===== src/rtl/button_event_decoder.sv =====
// rtl/button_event_decoder.sv - classifies a debounced button level into press/release/short/long/double/repeat events
// Optional auto-repeat while long-held: define BUTTON_AUTOREPEAT_EN.
module button_event_decoder #(
  parameter int COUNTER_WIDTH = 24
) (
  input  logic                     i_clock,
  input  logic                     i_reset_n,
  input  logic                     i_debounced_signal,
  input  logic [COUNTER_WIDTH-1:0] i_long_cycles,
  input  logic [COUNTER_WIDTH-1:0] i_double_cycles,
  input  logic [COUNTER_WIDTH-1:0] i_repeat_cycles,
  output logic                     o_press_pulse,
  output logic                     o_release_pulse,
  output logic                     o_short_press,
  output logic                     o_long_press,
  output logic                     o_double_click,
  output logic                     o_long_held,
  output logic                     o_repeat_pulse
);

  localparam logic [COUNTER_WIDTH-1:0] CNT_ONE = COUNTER_WIDTH'(1);

  typedef enum logic [2:0] {
    ST_IDLE,
    ST_PRESSED,
    ST_LONG_HELD,
    ST_WAIT_GAP,
    ST_SECOND_HELD
  } state_t;

  state_t                   state;
  logic                     sig_q;
  logic                     sig_prev;
  logic                     rise;
  logic                     fall;
  logic [COUNTER_WIDTH-1:0] cnt;
  logic                     cnt_sat;

  // History resets low so a level already high at reset release reads as a press.
  always_ff @(posedge i_clock or negedge i_reset_n) begin
    if (!i_reset_n) begin
      sig_q    <= 1'b0;
      sig_prev <= 1'b0;
    end else begin
      sig_q    <= i_debounced_signal;
      sig_prev <= sig_q;
    end
  end

  assign rise    = sig_q & ~sig_prev;
  assign fall    = ~sig_q & sig_prev;
  assign cnt_sat = &cnt;

  // Edges are tested before thresholds so a coincident edge always wins.
  always_ff @(posedge i_clock or negedge i_reset_n) begin
    if (!i_reset_n) begin
      state           <= ST_IDLE;
      cnt             <= '0;
      o_press_pulse   <= 1'b0;
      o_release_pulse <= 1'b0;
      o_short_press   <= 1'b0;
      o_long_press    <= 1'b0;
      o_double_click  <= 1'b0;
      o_long_held     <= 1'b0;
    end else begin
      o_press_pulse   <= rise;
      o_release_pulse <= fall;
      o_short_press   <= 1'b0;
      o_long_press    <= 1'b0;
      o_double_click  <= 1'b0;
      cnt             <= cnt_sat ? cnt : cnt + CNT_ONE;
      case (state)
        ST_IDLE: begin
          if (rise) begin
            state <= ST_PRESSED;
            cnt   <= '0;
          end
        end
        ST_PRESSED: begin
          if (fall) begin
            state <= ST_WAIT_GAP;
            cnt   <= '0;
          end else if (cnt >= i_long_cycles) begin
            o_long_press <= 1'b1;
            o_long_held  <= 1'b1;
            state        <= ST_LONG_HELD;
            cnt          <= '0;
          end
        end
        ST_LONG_HELD: begin
          if (fall) begin
            o_long_held <= 1'b0;
            state       <= ST_IDLE;
            cnt         <= '0;
          end
        end
        ST_WAIT_GAP: begin
          if (rise) begin
            o_double_click <= 1'b1;
            state          <= ST_SECOND_HELD;
            cnt            <= '0;
          end else if (cnt >= i_double_cycles) begin
            o_short_press <= 1'b1;
            state         <= ST_IDLE;
            cnt           <= '0;
          end
        end
        ST_SECOND_HELD: begin
          if (fall) begin
            state <= ST_IDLE;
            cnt   <= '0;
          end
        end
        default: begin
          o_long_held <= 1'b0;
          state       <= ST_IDLE;
          cnt         <= '0;
        end
      endcase
    end
  end

`ifdef BUTTON_AUTOREPEAT_EN
  logic [COUNTER_WIDTH-1:0] rcnt;
  logic                     rcnt_sat;

  assign rcnt_sat = &rcnt;

  // rcnt idles at zero outside LONG_HELD, so entry starts a fresh period.
  always_ff @(posedge i_clock or negedge i_reset_n) begin
    if (!i_reset_n) begin
      rcnt           <= '0;
      o_repeat_pulse <= 1'b0;
    end else if (state == ST_LONG_HELD && !fall) begin
      if (rcnt >= i_repeat_cycles) begin
        o_repeat_pulse <= 1'b1;
        rcnt           <= '0;
      end else begin
        o_repeat_pulse <= 1'b0;
        rcnt           <= rcnt_sat ? rcnt : rcnt + CNT_ONE;
      end
    end else begin
      o_repeat_pulse <= 1'b0;
      rcnt           <= '0;
    end
  end
`else
  logic unused_repeat_cycles;

  assign unused_repeat_cycles = ^i_repeat_cycles;
  assign o_repeat_pulse       = 1'b0;
`endif

endmodule


===== config.mk =====
export PLATFORM = sky130hd
export DESIGN_NAME = button_event_decoder
export DESIGN_NICKNAME = d
export VERILOG_FILES = /design/src/rtl/button_event_decoder.sv
export SDC_FILE = /design/constraint.sdc
export NUM_CORES = 1
export LEC_CHECK = 0
export ABC_AREA = 1
export ABC_CLOCK_PERIOD_IN_PS = 2200
export BUFFER_PORTS_ARGS = -buffer_cell sky130_fd_sc_hd__buf_2
export CAP_MARGIN = 5
export CORE_MARGIN = 4
export CORE_UTILIZATION = 45
export CTS_BUF_LIST = sky130_fd_sc_hd__clkbuf_8 sky130_fd_sc_hd__clkbuf_16
export DETAILED_ROUTE_END_ITERATION = 8
export PLACE_DENSITY_LB_ADDON = 0.05
export SETUP_SLACK_MARGIN = 0.05
export SYNTH_ARGS = -nofsm -noshare
export SYNTH_HDL_FRONTEND = slang
export SYNTH_SLANG_ARGS = --single-unit
export TNS_END_PERCENT = 10

===== constraint.sdc =====
create_clock -name i_clock -period 2.2 [get_ports i_clock]
set_clock_uncertainty 0.15 [all_clocks]
set_input_delay 0.22 -clock i_clock [delete_from_list [all_inputs] [get_ports i_clock]]
set_output_delay 0.22 -clock i_clock [all_outputs]
set_load 0.02 [all_outputs]

==> results of run 1 <==
==> cells by family after synthesis <==
group	after synthesis	share of synthesized area
AO/OA/AOI/OAI	43	0.0745
XOR/XNOR	10	0.0261
adder cells (fa/ha/maj)	49	0.182
buffers and inverters	113	0.135
flip-flops	35	0.261
multiplexers	1	0.00298
other	1	0.00112
AND/OR/NAND/NOR	227	0.318
==> sequential cells by signal, indices dropped and copies added, names as in the netlist <==
signal           flops
sig_prev             1
state                3
o_press_pulse        1
o_double_click       1
sig_q                1
cnt                 24
o_long_press         1
o_short_press        1
o_release_pulse      1
o_long_held          1
==> synth_stat cells, drive strengths merged <==
cell type	n
a21boi	1
a21o	5
a21oi	24
a31oi	1
and2	1
and3	1
buf	3
clkinv	1
conb	1
dfrtp	35
ha	49
inv	109
mux2i	1
nand2	118
nand3	21
nand4	8
nor2	67
nor3	6
nor4	2
o211ai	1
o21a	1
o21ai	9
o21bai	1
or2	3
xnor2	4
xor2	6
==> area by class of cell <==
type                    count  area, sq um  area share
repair buffers             90          601       0.136
multi-input cells         331         2300       0.521
clock inverters             3         25.0     0.00565
well taps                  99          124      0.0280
flip-flops and latches     35          882       0.199
inverters                 110          420      0.0950
clock buffers               5         68.8      0.0155
==> power by group <==
part | total, mW | switching [mW] | leakage, nW | internal [mW]
clock | 0.494 | 0.267 | 0.0443 | 0.226
sequential | 0.793 | 0.0741 | 0.466 | 0.718
combinational | 1.39 | 0.725 | 1.98 | 0.661
==> final timing paths <==
kind | startpoint | to | cells after the start
setup / recovery | cnt[14]$_DFF_PN0_ | cnt[3]$_DFF_PN0_ | 13
hold / removal | sig_q$_DFF_PN0_ | sig_prev$_DFF_PN0_ | 0
setup reg to reg | cnt[14]$_DFF_PN0_ | cnt[3]$_DFF_PN0_ | 13
hold reg to reg | sig_q$_DFF_PN0_ | sig_prev$_DFF_PN0_ | 0
max in group asynchronous | i_reset_n | cnt[14]$_DFF_PN0_ | 2
min in group asynchronous | i_reset_n | cnt[10]$_DFF_PN0_ | 2
==> layer usage <==
layer	global-route usage	part of all wire	up-vias
li1	-	-	1667
met1	0.233	0.46	1425
met2	0.319	0.49	50
met3	0.0327	0.037	9
met4	0.0505	0.011	0
met5	0	0	-
==> stage by stage <==
step / setup TNS (ns) / total power [mW] / hold WS, ns / utilization / cells
after detailed placement: 0 / 1.86 / 0.180 / 0.544 / 657
after floorplan: 0 / 1.53 / -0.226 / - / 479
after CTS: 0 / 2.38 / 0.267 / 0.563 / 668
after global placement: 0 / 1.84 / 0.179 / 0.544 / 657
after global routing: -0.876 / 2.89 / 0.294 / 0.610 / 673
final: 0 / 2.67 / 0.268 / 0.610 / 673
==> cells in the final DEF, fill, tap and decap left out, types with 17 or more instances in the layout <==
cell     instances
nand3_1         17
nand2_1        103
a21oi_1         19
ha_1            34
nor2_2          32
inv_1           99
buf_4           28
nor2_1          32
buf_2           56
dfrtp_1         30
==> what timing repair did <==
item                                    in CTS  in global routing
pin swaps                                    0                 20
cloned                                       0                  2
gates resized for setup                      5                 46
hold buffers                                 2                  0
setup buffers                                1                  3
endpoints found under the hold margin       36                  0
endpoints found under the setup margin      24                 27
==> impl_table.tex, run 1 <==
\begin{tabular}{lr}
\hline
Metric & Value \\
\hline
\multicolumn{2}{l}{\textbf{Outcome}} \\
Run status & finished clean \\
\multicolumn{2}{l}{\textbf{Synthesis}} \\
Synthesized area divided by synthesized cell count & 7.02 sq um \\
Netlist cell types & 42 \\
Yosys warning count & 0 \\
Mapped Area & 3360 sq um \\
Cell accounting for the most synthesized area & dfrtp\_1 \\
Seq cells post-synth & 35 \\
Post-synthesis net count & 603 \\
Area share of the largest cell type after synthesis & 0.261 \\
Leading cell types by total area after synthesis & dfrtp\_1 (26\%), ha\_1 (18\%), nand2\_1 (13\%), inv\_1 (11\%), nor2\_1 (4.7\%) \\
Register area share after synthesis & 0.261 \\
Number of cells produced by synthesis & 479 \\
\multicolumn{2}{l}{\textbf{Clocking}} \\
Max clock buf depth & 2 \\
Number of buffers created by CTS & 5 \\
Worst-path clk slew & 0.08 ns \\
Clock latency of the later-clocked register in the worst-skew pair & 0.30 ns \\
Clock tree from TritonCTS & built \\
Library cell used as clock root buffer & clkbuf\_8 \\
\# H-tree levels & 2 \\
TritonCTS sink count & 35 \\
\multicolumn{2}{l}{\textbf{Worst setup path}} \\
Arrival time of the worst setup path & 2.19 ns \\
Delay of the slowest cell on the worst path & 0.46 ns \\
CP Class & reg2reg \\
Dominant delay contributor by cell family on the critical path & simple AND/OR/NAND/NOR gates \\
Crit end category & register \\
Data required time at the worst endpoint & 2.24 ns \\
Register-to-register setup slack & 0.05 ns \\
Critical path buffer and inverter count & 2 \\
Crit path launch type & register \\
Highest fanout seen on the critical path & 6 \\
Cells along the critical path & ha\_4 > nand2\_2 > nor2\_4 > nand4\_1 > nor2\_2 > nand2\_1 > nand3\_2 > nand2\_1 > nand2\_2 > nand2\_4 > inv\_8 > clkbuf\_16 > nor2\_2 \\
Crit path max-delay cell type & dfrtp\_2 \\
\multicolumn{2}{l}{\textbf{Placed design}} \\
Placement-stage cell area & 3950 sq um \\
DP HPWL & 6310 microns \\
Setup slack at placement & 0.0190 ns \\
Number of buffer cells added on primary ports & 56 \\
Final estimated routing congestion in global placement & 0.895 \\
\multicolumn{2}{l}{\textbf{Job}} \\
Max capacitance violation total & 0 \\
\multicolumn{2}{l}{\textbf{Routing}} \\
Via count & 3,151 \\
Via-to-Cell Ratio & 4.68 \\
Post-Route WL & 7960 microns \\
Average routed wire per standard cell & 11.8 microns \\
Iteration-0 DRC count of the detailed router & 84 \\
Post-detailed-route DRC marker count & 0 \\
Router iterations before antenna repair & 5 \\
Antenna-violating nets left & 0 \\
\multicolumn{2}{l}{\textbf{Die}} \\
Vert. Die Dim & 94.4 microns \\
Io pins & 82 \\
Site Rows & 31 \\
Floorplan die area & 8920 sq um \\
Die span in x & 94.4 microns \\
Floorplan Core Area & 7250 sq um \\
Initial core utilization & 0.463 \\
\multicolumn{2}{l}{\textbf{STA}} \\
Final worst-path cycle share & 0.978 \\
Slew margin rel. & 0.444 \\
Worst-margin pin slew & 0.834 ns \\
Setup slack after layout & 0.0491 ns \\
Pins over their slew limit & 0 \\
Count of endpoints failing hold in the final timing report & 0 \\
Maximum clock rate & 465 MHz \\
Minimum clock period after layout & 2.15 ns \\
RSZ-0062 raised after global routing & true \\
Final setup violating endpoints & 0 \\
\multicolumn{2}{l}{\textbf{Power}} \\
Static leakage & 2.49 nW \\
Power per standard cell area & 604 nW/um\^{}2 \\
Peak VDD IR & 617 uV \\
\multicolumn{2}{l}{\textbf{Global route}} \\
Number of antenna violations at the first check in global routing & 0 \\
Global-route total usage across every layer & 0.183 \\
Via count of the first global-routing pass & 3,024 \\
Maximum number of pins on one net before global-route repair & 36 \\
First-pass GRT wire length & 13,100 microns \\
Remaining Overflow, GRT & 0 \\
\multicolumn{2}{l}{\textbf{Layout}} \\
Net count reported at finish & 697 \\
Layout cells sized above 1 & 0.333 \\
Post-synthesis to final-layout area growth & 31.7\% \\
Number of fill cells in the layout & 706 \\
Fin area & 4430 sq um \\
Diodes inserted & 0 \\
\multicolumn{2}{l}{\textbf{Min path}} \\
Kind of path behind the tightest hold check & reg2reg \\
\hline
\end{tabular}
Note: power is estimated with default switching activity, not from simulation.
==> inputs of run 2 (changes only) <==
ABC_CLOCK_PERIOD_IN_PS = 1800   (was 2200)
PLACE_DENSITY = 0.72   (was unset)
PLACE_DENSITY_LB_ADDON = unset   (was 0.05)
clock period = 1.8 ns   (was 2.2 ns; I/O delays follow)
==> run 2 against run 1 <==
  * The flow now finishes with violations (negative setup slack)
  * Critical endpoint is now cnt[7]$_DFF_PN0_
  * Critical path type unchanged
  * Global-route usage grew 0.58 points
  * Combinational power is 27% higher
  * Worst setup slack got worse by 0.39 ns
  * Highest routed layer unchanged
  * Critical path depth fell by 1
==> impl_table.tex, run 2 (synthesis results as in run 1) <==
\begin{tabular}{lr}
\hline
Metric & Value \\
\hline
\multicolumn{2}{l}{\textbf{Placed design}} \\
DP HPWL & 6610 microns \\
Number of buffer cells added on primary ports & 56 \\
Final estimated routing congestion in global placement & 0.930 \\
Placement-stage cell area & 4110 sq um \\
\multicolumn{2}{l}{\textbf{Layout}} \\
Layout cells sized above 1 & 0.388 \\
Total area of multi-input combinational cells & 2450 sq um \\
Top register by number of flip-flops & cnt \\
Reg area & 885 sq um \\
Post-synthesis to final-layout area growth & 41.3\% \\
Commonest non-fill, non-tap cells in the layout & nand2\_1 (105), inv\_1 (99), buf\_2 (56) \\
Fin area & 4750 sq um \\
Number of fill cells in the layout & 657 \\
Max reg flops & 24 \\
Largest registers & cnt: 24 flops, state: 3 flops \\
Diodes inserted & 0 \\
Most frequent standard cell in the layout excluding fill and tap cells & nand2\_1 \\
Net count reported at finish & 723 \\
\multicolumn{2}{l}{\textbf{Routing}} \\
Post-detailed-route DRC marker count & 0 \\
Via count & 3,322 \\
Iteration-0 DRC count of the detailed router & 138 \\
Via-to-Cell Ratio & 4.75 \\
Post-Route WL & 8760 microns \\
Router iterations before antenna repair & 6 \\
Average routed wire per standard cell & 12.5 microns \\
Antenna-violating nets left & 0 \\
\multicolumn{2}{l}{\textbf{STA}} \\
Setup slack after layout & -0.344 ns \\
Count of endpoints failing hold in the final timing report & 0 \\
Minimum clock period after layout & 2.14 ns \\
Final setup violating endpoints & 29 \\
Sum Neg Setup Slack & -8.75 ns \\
Final worst-path cycle share & 1.19 \\
Pins over their slew limit & 0 \\
RSZ-0062 raised after global routing & true \\
Maximum clock rate & 466 MHz \\
\multicolumn{2}{l}{\textbf{Worst setup path}} \\
Arrival time of the worst setup path & 2.22 ns \\
Highest fanout seen on the critical path & 6 \\
Data required time at the worst endpoint & 1.88 ns \\
CP Class & reg2reg \\
Crit path launch type & register \\
Crit end category & register \\
\multicolumn{2}{l}{\textbf{Power}} \\
Power Internal & 1.96 mW \\
Clock power frac & 0.176 \\
NetSw & 1.36 mW \\
Fraction of power consumed by sequential logic & 0.295 \\
Sw Ratio & 0.410 \\
Peak VDD IR & 777 uV \\
Power per standard cell area & 700 nW/um\^{}2 \\
Static leakage & 2.60 nW \\
Comb power frac & 0.529 \\
\multicolumn{2}{l}{\textbf{Clocking}} \\
Worst-path clk slew & 0.08 ns \\
Clock latency of the later-clocked register in the worst-skew pair & 0.29 ns \\
Clock tree from TritonCTS & built \\
TritonCTS sink count & 35 \\
Number of buffers created by CTS & 5 \\
\# H-tree levels & 2 \\
Library cell used as clock root buffer & clkbuf\_8 \\
Max clock buf depth & 2 \\
\multicolumn{2}{l}{\textbf{Outcome}} \\
Run status & finished with violations \\
Violated checks & negative setup slack \\
\multicolumn{2}{l}{\textbf{Die}} \\
Io pins & 82 \\
Initial core utilization & 0.463 \\
Floorplan Core Area & 7250 sq um \\
Die span in x & 94.4 microns \\
Floorplan die area & 8920 sq um \\
Vert. Die Dim & 94.4 microns \\
Site Rows & 31 \\
\multicolumn{2}{l}{\textbf{Global route}} \\
Remaining Overflow, GRT & 0 \\
Via count of the first global-routing pass & 3,289 \\
Global-route total usage across every layer & 0.189 \\
Maximum number of pins on one net before global-route repair & 36 \\
First-pass GRT wire length & 13,600 microns \\
Number of antenna violations at the first check in global routing & 0 \\
\multicolumn{2}{l}{\textbf{Job}} \\
Max capacitance violation total & 0 \\
\multicolumn{2}{l}{\textbf{Min path}} \\
Kind of path behind the tightest hold check & reg2reg \\
\hline
\end{tabular}
[run 2: repair_timing]
action,CTS,global route
hold endpoints to repair,36,0
gates resized for setup,19,53
endpoints found under the setup margin,30,30
pin swaps,4,25
gates cloned,0,1
hold buffers,2,0
setup buffers,2,6
[run 2: stage by stage]
stage	setup slack, ns	util	hold slack [ns]	std cells	total power [mW]
final	-0.344	0.654	0.254	699	3.32
after global routing	-0.446	0.654	0.287	699	3.58
after CTS	-0.316	0.597	0.258	692	3.00
after detailed placement	-0.366	0.566	0.0891	680	2.32
after global placement	-0.316	0.566	0.0923	680	2.28
after floorplan	-0.129	-	-0.266	479	1.87
[run 2: worst paths after layout]
path	startpoint	to	slack, ns	cells past startpoint
setup / recovery	cnt[15]$_DFF_PN0_	cnt[7]$_DFF_PN0_	-0.34	12
hold / removal	sig_q$_DFF_PN0_	sig_prev$_DFF_PN0_	0.25	0
setup reg to reg	cnt[15]$_DFF_PN0_	cnt[7]$_DFF_PN0_	-0.34	12
hold reg to reg	sig_q$_DFF_PN0_	sig_prev$_DFF_PN0_	0.25	0
max in group asynchronous	i_reset_n	cnt[15]$_DFF_PN0_	0.84	3
min in group asynchronous	i_reset_n	cnt[3]$_DFF_PN0_	0.32	3
[run 2: power by group through the flow]
stage                     registers [mW]  logic [mW]  clock network, mW
after floorplan                    0.982       0.885                  0
final                              0.980        1.76              0.583
after global routing               0.998        1.93              0.648
after CTS                          0.980        1.42              0.598
after detailed placement           0.979        1.34                  0
after global placement             0.974        1.30                  0
[run 2: cell type report]
cell class | instances | area share
timing repair buffer | 116 | 0.162
sequential | 35 | 0.186
clock buffer | 5 | 0.0145
tap | 99 | 0.0261
multi-input combinational | 331 | 0.517
clock inverter | 3 | 0.00527
inverter | 110 | 0.0886
[run 2: critical path: stages (launching register included)]
cell	delay [ns]
dfrtp_2	0.45
ha_4	0.27
a21o_1	0.19
a21oi_1	0.12
nand2_1	0.11
a21oi_2	0.20
nand3_1	0.09
nand2_1	0.07
inv_2	0.05
nand2_4	0.09
inv_8	0.05
buf_4	0.15
nor2_2	0.08
[run 2: metal layers]
metal | GRT usage | wire length (microns) | vias up
li1 | - | - | 1714
met1 | 0.214 | 3690 | 1515
met2 | 0.356 | 4560 | 79
met3 | 0.0303 | 344 | 14
met4 | 0.0662 | 168 | 0
met5 | 0 | 0 | -
==> inputs of run 3 (changes only) <==
ABC_CLOCK_PERIOD_IN_PS = 2500   (was 1800)
PLACE_DENSITY = 0.69   (was 0.72)
clock period = 2.5 ns   (was 1.8 ns; I/O delays follow)
==> run 3 against run 2 <==
  * Worst setup slack better by 0.59 ns
  * Largest cell class unchanged
  * Cell count down 8.3%
  * Sequential share of layout area up 4.1 points
  * Cell area down 19%
  * Sequential cell count unchanged
  * The flow now finishes without violations
  * Maximum frequency down 4.8%
  * Hold slack better by 0.0032 ns
  * Count of clock-buffer cells in the layout unchanged
==> impl_table.tex, run 3 (synthesis results as in run 1) <==
\begin{tabular}{lr}
\hline
Metric & Value \\
\hline
\multicolumn{2}{l}{\textbf{Outcome}} \\
Run status & finished clean \\
\multicolumn{2}{l}{\textbf{Clocking}} \\
Max clock buf depth & 2 \\
Clock tree from TritonCTS & built \\
Clock latency of the later-clocked register in the worst-skew pair & 0.29 ns \\
Setup Fix Bufs, Post-CTS & 0 \\
\# H-tree levels & 2 \\
Library cell used as clock root buffer & clkbuf\_8 \\
TritonCTS sink count & 35 \\
Number of buffers created by CTS & 5 \\
Worst-path clk slew & 0.08 ns \\
\multicolumn{2}{l}{\textbf{Placed design}} \\
DP HPWL & 5990 microns \\
Number of buffer cells added on primary ports & 56 \\
Final estimated routing congestion in global placement & 0.874 \\
Placement-stage cell area & 3730 sq um \\
\multicolumn{2}{l}{\textbf{Die}} \\
Io pins & 82 \\
Vert. Die Dim & 94.4 microns \\
Initial core utilization & 0.463 \\
Site Rows & 31 \\
Die span in x & 94.4 microns \\
Floorplan die area & 8920 sq um \\
Floorplan Core Area & 7250 sq um \\
\multicolumn{2}{l}{\textbf{Layout}} \\
Most frequent standard cell in the layout excluding fill and tap cells & nand2\_1 \\
Largest registers & cnt: 24 flops, state: 3 flops \\
Post-synthesis to final-layout area growth & 14.4\% \\
Diodes inserted & 0 \\
Fin area & 3840 sq um \\
Layout cells sized above 1 & 0.208 \\
Post-Route Utilization & 0.530 \\
Top register by number of flip-flops & cnt \\
Max reg flops & 24 \\
Commonest non-fill, non-tap cells in the layout & nand2\_1 (113), inv\_1 (101), buf\_2 (56) \\
Net count reported at finish & 665 \\
\multicolumn{2}{l}{\textbf{STA}} \\
Count of endpoints failing hold in the final timing report & 0 \\
RSZ-0062 raised after global routing & false \\
Final worst-path cycle share & 0.901 \\
Worst-margin pin slew & 0.771 ns \\
Final setup violating endpoints & 0 \\
Slew margin rel. & 0.486 \\
Pins over their slew limit & 0 \\
Sum Neg Setup Slack & 0 ns \\
Maximum clock rate & 444 MHz \\
Minimum clock period after layout & 2.25 ns \\
\multicolumn{2}{l}{\textbf{Power}} \\
Power per standard cell area & 489 nW/um\^{}2 \\
Static leakage & 2.30 nW \\
Peak VDD IR & 733 uV \\
\multicolumn{2}{l}{\textbf{Global route}} \\
Maximum number of pins on one net before global-route repair & 36 \\
Grt peak-use layer & met2 \\
Number of antenna violations at the first check in global routing & 0 \\
Via count of the first global-routing pass & 2,983 \\
Met2 demand-to-capacity share in global routing & 0.319 \\
Met3 track demand over resource in global routing & 0.0255 \\
Remaining Overflow, GRT & 0 \\
Global-route total usage across every layer & 0.176 \\
Met1 Resource Use GR & 0.224 \\
First-pass GRT wire length & 12,800 microns \\
\multicolumn{2}{l}{\textbf{Routing}} \\
Router iterations before antenna repair & 4 \\
Post-Route WL & 7270 microns \\
Via count & 2,987 \\
Iteration-0 DRC count of the detailed router & 121 \\
Antenna-violating nets left & 0 \\
Average routed wire per standard cell & 11.3 microns \\
Via-to-Cell Ratio & 4.66 \\
Post-detailed-route DRC marker count & 0 \\
\multicolumn{2}{l}{\textbf{Worst setup path}} \\
R2R depth & 13 \\
Arrival time of the worst setup path & 2.27 ns \\
Launching instance or port of the critical path & cnt[7]\$\_DFF\_PN0\_ \\
Crit end category & register \\
Worst setup path endpoint & cnt[0]\$\_DFF\_PN0\_ \\
CP Class & reg2reg \\
Register-to-register setup slack & 0.25 ns \\
Source of the worst register-to-register timing path & cnt[7]\$\_DFF\_PN0\_ \\
Endpoint of the most critical register-to-register path & cnt[0]\$\_DFF\_PN0\_ \\
Crit path launch type & register \\
Highest fanout seen on the critical path & 24 \\
Data required time at the worst endpoint & 2.52 ns \\
\multicolumn{2}{l}{\textbf{Min path}} \\
Kind of path behind the tightest hold check & reg2reg \\
\multicolumn{2}{l}{\textbf{Job}} \\
Max capacitance violation total & 0 \\
\hline
\end{tabular}
[run 3: changes by cell type in the layout (fill, tap and decap cells not counted), moves of 8 or more]
cell and delta:
buf_4 -55, ha_1 +24, ha_4 -24, nand2_1 +8
nor2_1 +14, nor2_2 -10
[run 3: final cells by class]
cell class,instances,area (sq um)
repair buffers,58,300
multi-input cells,331,2030
well taps,99,124
flip-flops and latches,35,876
fillers,740,3410
clock buffers,5,68.8
clock inverters,3,23.8
inverters,110,420
[run 3: how the worst min path moves through the flow]
stage	from	endpoint	slack, ns	cells past startpoint
finish	sig_q$_DFF_PN0_	sig_prev$_DFF_PN0_	0.26	0
global route	sig_q$_DFF_PN0_	sig_prev$_DFF_PN0_	0.29	0
CTS	sig_q$_DFF_PN0_	sig_prev$_DFF_PN0_	0.27	0
detailed placement	i_debounced_signal	sig_q$_DFF_PN0_	0.21	1
global placement	i_reset_n	o_double_click$_DFF_PN0_	0.21	1
floorplan	i_reset_n	cnt[0]$_DFF_PN0_	-0.20	0
[run 3: stage by stage]
| stage | power, mW | cells | hold slack (ns) | setup slack (ns) |
|---|---|---|---|---|
| floorplan | 1.34 | 479 | -0.196 | 0.556 |
| global placement | 1.42 | 631 | 0.209 | 0.186 |
| detailed placement | 1.45 | 631 | 0.210 | 0.122 |
| CTS | 1.89 | 641 | 0.267 | 0.111 |
| global route | 2.06 | 641 | 0.290 | 0.0525 |
| finish | 1.88 | 641 | 0.258 | 0.247 |
[run 3: timing repair]
action | in CTS | in global routing
endpoints found under the setup margin | 0 | 24
hold buffers | 2 | 0
gates resized for setup | 0 | 2
endpoints found under the hold margin | 36 | 0
[run 3: per-layer routing]
layer,wire length (microns),vias to the layer above
met5,0,-
met4,91,0
met3,285,7
met2,3650,53
met1,3240,1317
li1,-,1610
[run 3: where the power goes]
part | total, mW | internal, mW | switching (mW)
clock | 0.426 | 0.199 | 0.227
sequential | 0.690 | 0.630 | 0.0591
combinational | 0.763 | 0.249 | 0.514
total | 1.88 | 1.08 | 0.800
[run 3: worst max-delay path: stages, from the launching register on]
cell     delay (ns)
dfrtp_1        0.47
ha_1           0.34
nand2_1        0.07
nor2_1         0.12
and2_1         0.14
nor2_1         0.04
nand3_1        0.11
nand2_1        0.11
nand3_1        0.10
nand2_1        0.06
inv_2          0.09
nand2_4        0.08
inv_8          0.18
nor2_1         0.07
